===== src/rtl/stream_demux_1to2.sv =====
// -----------------------------------------------------------------------------
// stream_demux_1to2
//
// Purpose:
//   Routes one valid/ready input stream into two independent output channels
//   (A and B). Each accepted word goes to the channel picked either by in_sel
//   (AUTO=0) or by an internal toggle that alternates A,B,A,... on every
//   accepted word (AUTO=1, de-interleave). Each channel buffers its words in
//   its own small FIFO, so a stalled consumer only blocks words aimed at it.
//
// Parameters:
//   WIDTH  data width in bits
//   DEPTH  per-channel FIFO depth (power of 2, >= 2)
//   AUTO   0: route by in_sel, 1: route by internal toggle (in_sel ignored)
//
// Ports:
//   clk, rst_n            clock (rising edge), asynchronous active-low reset
//   in_valid/in_ready     input handshake; in_data word, in_sel target (0=A, 1=B)
//   a_valid/a_ready       channel A handshake; a_data head word, a_count occupancy
//   b_valid/b_ready       channel B handshake; b_data head word, b_count occupancy
// -----------------------------------------------------------------------------
module stream_demux_1to2 #(
    parameter int WIDTH = 8,
    parameter int DEPTH = 2,
    parameter int AUTO  = 0
) (
    input  logic                       clk,
    input  logic                       rst_n,
    input  logic                       in_valid,
    output logic                       in_ready,
    input  logic [WIDTH-1:0]           in_data,
    input  logic                       in_sel,
    output logic                       a_valid,
    input  logic                       a_ready,
    output logic [WIDTH-1:0]           a_data,
    output logic [$clog2(DEPTH):0]     a_count,
    output logic                       b_valid,
    input  logic                       b_ready,
    output logic [WIDTH-1:0]           b_data,
    output logic [$clog2(DEPTH):0]     b_count
);

    localparam int AW = $clog2(DEPTH);
    localparam int CW = AW + 1;

    // Channel index 0 = A, 1 = B.
    logic [1:0]       valid_w;
    logic [1:0]       ready_w;
    logic [WIDTH-1:0] data_w  [2];
    logic [CW-1:0]    count_w [2];

    logic toggle_q, toggle_d;
    logic tgt;
    logic accept;
    logic [1:0] push_sel;

    assign ready_w = {b_ready, a_ready};

    assign tgt = (AUTO != 0) ? toggle_q : in_sel;

    // A full target blocks the push even if it pops this cycle: no pass-through.
    assign in_ready = rst_n & (count_w[tgt] != CW'(DEPTH));
    assign accept   = in_valid & in_ready;
    assign push_sel = {tgt, ~tgt};

    // Toggle only advances on an accepted word, so a stalled B-bound word
    // keeps targeting B until it gets in.
    always_comb begin
        toggle_d = toggle_q;
        if (AUTO != 0) begin
            toggle_d = toggle_q ^ accept;
        end
    end

    always_ff @(posedge clk or negedge rst_n) begin
        if (!rst_n) begin
            toggle_q <= 1'b0;
        end else begin
            toggle_q <= toggle_d;
        end
    end

    genvar gi;
    generate
        for (gi = 0; gi < 2; gi++) begin : gen_ch
            logic [WIDTH-1:0] mem_q [DEPTH];
            logic [AW-1:0]    wr_ptr_q, wr_ptr_d;
            logic [AW-1:0]    rd_ptr_q, rd_ptr_d;
            logic [CW-1:0]    count_q, count_d;
            logic             push, pop, valid;

            assign valid = (count_q != '0);
            assign push  = accept & push_sel[gi];
            assign pop   = valid & ready_w[gi];

            // Pointers are AW bits wide, so they wrap modulo DEPTH on their own.
            always_comb begin
                wr_ptr_d = wr_ptr_q;
                rd_ptr_d = rd_ptr_q;
                count_d  = count_q;
                if (push) begin
                    wr_ptr_d = wr_ptr_q + AW'(1);
                end
                if (pop) begin
                    rd_ptr_d = rd_ptr_q + AW'(1);
                end
                if (push && !pop) begin
                    count_d = count_q + CW'(1);
                end else if (!push && pop) begin
                    count_d = count_q - CW'(1);
                end
            end

            always_ff @(posedge clk or negedge rst_n) begin
                if (!rst_n) begin
                    wr_ptr_q <= '0;
                    rd_ptr_q <= '0;
                    count_q  <= '0;
                end else begin
                    wr_ptr_q <= wr_ptr_d;
                    rd_ptr_q <= rd_ptr_d;
                    count_q  <= count_d;
                end
            end

            // Storage is never cleared; reset only empties the pointers.
            always_ff @(posedge clk) begin
                if (push) begin
                    mem_q[wr_ptr_q] <= in_data;
                end
            end

            assign valid_w[gi] = valid;
            assign data_w[gi]  = valid ? mem_q[rd_ptr_q] : '0;
            assign count_w[gi] = count_q;
        end
    endgenerate

    assign a_valid = valid_w[0];
    assign a_data  = data_w[0];
    assign a_count = count_w[0];
    assign b_valid = valid_w[1];
    assign b_data  = data_w[1];
    assign b_count = count_w[1];

endmodule


===== config.mk =====
export PLATFORM = sky130hd
export DESIGN_NAME = stream_demux_1to2
export DESIGN_NICKNAME = d
export VERILOG_FILES = /design/src/rtl/stream_demux_1to2.sv
export SDC_FILE = /design/constraint.sdc
export NUM_CORES = 1
export LEC_CHECK = 0
export CAP_MARGIN = 40
export CORE_MARGIN = 10
export CORE_UTILIZATION = 30
export CTS_CLUSTER_SIZE = 8
export DETAILED_ROUTE_END_ITERATION = 7
export PLACE_DENSITY = 0.51
export SETUP_SLACK_MARGIN = 0.4
export SLEW_MARGIN = 20
export SYNTH_ARGS = -nofsm -noshare
export SYNTH_HDL_FRONTEND = slang
export SYNTH_SLANG_ARGS = --single-unit
export TNS_END_PERCENT = 5

===== constraint.sdc =====
create_clock -name clk -period 2.23 [get_ports clk]
set_clock_uncertainty 0.1 [all_clocks]
set_input_delay 0.446 -clock clk [delete_from_list [all_inputs] [get_ports clk]]
set_output_delay 0.446 -clock clk [all_outputs]
set_load 0.02 [all_outputs]

==> results.yml, run 1 <==
sta:
  worst_pin_slew_ps: 231
  final_hold_viol_count: 0
  rsz0062_at_grt: "yes"
  layout_setup_ws_ps: 325
  fin_crit_ps: 1910
  tns_ps: 0
  maxSlewViolCount: 0
  min_period_over_period_pct: 85.4
  fmax_mhz: 525
  slew_headroom_pct: 84.5
  setup_viol: 0
clock_tree:
  cts_tree: "done"
  clk_pin_slew_worst_paths_ps: 80
  clk_latency_ps: 290
  clockBufferDepth: 2
  cts_buffers: 5
  root_buffer: "clkbuf_8"
  clkSinkCount: 40
  ctsHtreeMaxLevel: 2
synth:
  avgSynthCellArea_um2: 15.1
  synth_cells: 110
  synth_warnings: 0
  synth_seq_cells: 40
  synth_top_cells_by_count: "32 x edfxtp_1, 20 x nor2_1, 16 x mux2i_1, 8 x dfrtp_1, 6 x xnor2_1"
  synth_top_area_share_pct: 58.0
  yosys_most_used_dff: "edfxtp_1"
  yosysMostFrequentCell: "edfxtp_1"
  synth-edff-count: 32
  yosysUniqueCellTypes: 23
  syn_nets: 126
  synth_area_leaders: "edfxtp_1 58%, dfrtp_1 12%, mux2i_1 9.7%"
  yosys.area.top_type: "edfxtp_1"
  syn_area_um2: 1660
  ys_seq_area_share_pct: 70.0
  async_reset_ff_share_pct: 20.0
cells_and_area:
  antenna_cells: 0
  areaGrowthSynthToFinish_pct: 48.6
  final_area_um2: 2460
  fin_nets: 192
  final_util_pct: 45.3
  fillers: 489
  drive_above_1_share_pct: 35.0
critical_path:
  critPathArrivalTime_ps: 1360
  critPathTopFamily: "flip-flops"
  crit_path_end_kind: "primary output"
  slowest_stage: "dfrtp_2"
  reg2reg_slack_ps: 440
  critPathLaunchType: "flop"
  rr_startpoint: "a_count[0]$_DFFE_PN0P_"
  path_cells: "buf_4 > o311a_1 > buf_6"
  critical_path_class: "reg -> out"
  reg2reg_to: "a_count[1]$_DFFE_PN0P_"
  reg2regPathDepth: 7
  critical_path_depth: 3
  worstPathRequired_ps: 1680
  path_max_fanout: 4
  critPathBufInv: 2
  crit_path_max_incr_delay_ps: 450
power_and_ir_drop:
  leakage_uw: 0.000995
  power_density_nw_per_um2: 1340
  vdd_ir_drop_max_mv: 0.869
status:
  status: "finished clean"
placement:
  dp_hpwl_um: 2610
  placed_area_um2: 2190
  globalplace.congestion: 0.710
  dp_slack_ps: -82.0
  port_buffers: 36
worst_hold_path:
  hold_path_class: "reg -> reg"
  holdCritStartpoint: "gen_ch[0].wr_ptr_q$_DFFE_PN0P_"
  whs_path_depth: 1
  holdPathEnd: "gen_ch[0].wr_ptr_q$_DFFE_PN0P_"
die:
  start_util_pct: 30.5
  design.die.area_um2: 8900
  rows: 27
  coreArea_um2: 5440
  die_w_um: 94.3
  io_pins: 37
  die_y_um: 94.3
routing:
  wl_per_cell_um: 14.1
  drcViolationCount: 0
  drt_pre_antenna_iters: 2
  drt_iter0_markers: 27
  drt-total-wl_um: 3510
  antenna_left: 0
  vias_per_cell: 4.25
  vias: 1059
grt:
  grt_pass1_vias: 1147
  grt_max_degree: 14
  grt.total_usage_pct: 8.22
  gr-total-overflow: 0
  grt_pass1_wl_um: 5580
  antenna_found_initial: 0
job:
  drv_cap: 0
-- state kept, by name, summed over array words and instances, names as in the netlist --
signal	flops
gen_ch.mem_q	32
a_count	2
b_count	2
gen_ch.rd_ptr_q	2
gen_ch.wr_ptr_q	2
-- routing by layer --
layer	GRT usage [%]	up-vias	share of wire (%)	wire length, um
met3	3.49	5	9.1	320
li1	-	522	-	-
met2	13.7	33	50	1760
met1	8.90	499	40	1400
met5	0	-	0	0
met4	3.80	0	0.91	32
-- power breakdown --
group          internal [uW]  total, uW  leakage, uW  switching [uW]
Sequential               936       1030     0.000379            90.3
Combinational            723       1480     0.000538             754
Clock                    560        808    0.0000784             248
Total                   2220       3310     0.000995            1090
-- repair_timing --
action,in CTS,in global routing
resized for setup,61,6
endpoints found under the setup margin,34,34
setup buffers,9,6
pin swaps,3,3
hold buffers,0,0
-- how the worst max path moves through the flow --
stage,startpoint,to
6_report,a_count[0]$_DFFE_PN0P_,in_ready
3_5_place_dp,in_sel,in_ready
3_3_place_gp,in_sel,in_ready
5_1_grt,gen_ch[1].rd_ptr_q$_DFFE_PN0P_,b_data[1]
4_1_cts,b_count[0]$_DFFE_PN0P_,b_data[4]
2_1_floorplan,a_count[0]$_DFFE_PN0P_,gen_ch[0].mem_q[0][0]$_DFFE_PP_
-- stage by stage --
stage / total power, uW / hold WS, ps / instances
6_report: 3310 / 416 / 249
3_3_place_gp: 2410 / 395 / 226
2_1_floorplan: 1820 / 50.4 / 110
5_1_grt: 3500 / 448 / 249
4_1_cts: 3330 / 370 / 243
3_5_place_dp: 2430 / 402 / 226
-- kinds of logic after synthesis --
logic type	Yosys count	share of synthesized area, %
buffers and inverters	9	2.72
adders and majority gates	2	1.51
DFF	40	70.0
xor gates and xnor gates	10	5.28
AOI/OAI and AO/OA	3	1.43
muxes	16	9.66
and+or+nand+nor	30	9.36
-- cell type report --
type	count	area (um^2)	area share, %
Clock inverter	3	90.1	3.66
Multi-Input combinational cell	61	469	19.0
Tap cell	72	90.1	3.66
Timing Repair Buffer	63	561	22.8
Sequential cell	40	1170	47.3
Inverter	5	18.8	0.762
Clock buffer	5	68.8	2.79
-- cell usage in the layout (no fill, tap or decap), types with 4 or more instances in the layout --
cell | netlist | final
mux2i_1 | 16 | 15
nor2_1 | 20 | 20
clkdlybuf4s50_1 | 0 | 17
dfrtp_2 | 0 | 4
buf_2 | 3 | 5
clkbuf_8 | 0 | 5
dlygate4sd2_1 | 0 | 4
xor2_1 | 4 | 4
dfrtp_1 | 8 | 4
buf_4 | 0 | 21
clkdlybuf4s15_2 | 0 | 4
xnor2_1 | 6 | 6
edfxtp_1 | 32 | 32
buf_6 | 1 | 6
No activity file was read; power rests on OpenSTA's default activity.
==> run 2: changes to the inputs <==
--- a/config.mk
+++ b/config.mk
@@ -5,11 +5,11 @@
 export SDC_FILE = /design/constraint.sdc
 export NUM_CORES = 1
 export LEC_CHECK = 0
-export CAP_MARGIN = 40
 export CORE_MARGIN = 10
 export CORE_UTILIZATION = 30
 export CTS_CLUSTER_SIZE = 8
 export DETAILED_ROUTE_END_ITERATION = 7
+export HOLD_SLACK_MARGIN = 0.12
 export PLACE_DENSITY = 0.51
 export SETUP_SLACK_MARGIN = 0.4
 export SLEW_MARGIN = 20
==> results of run 2 <==
Same layout as run 1: the final DEF is identical, and so are final timing and power.
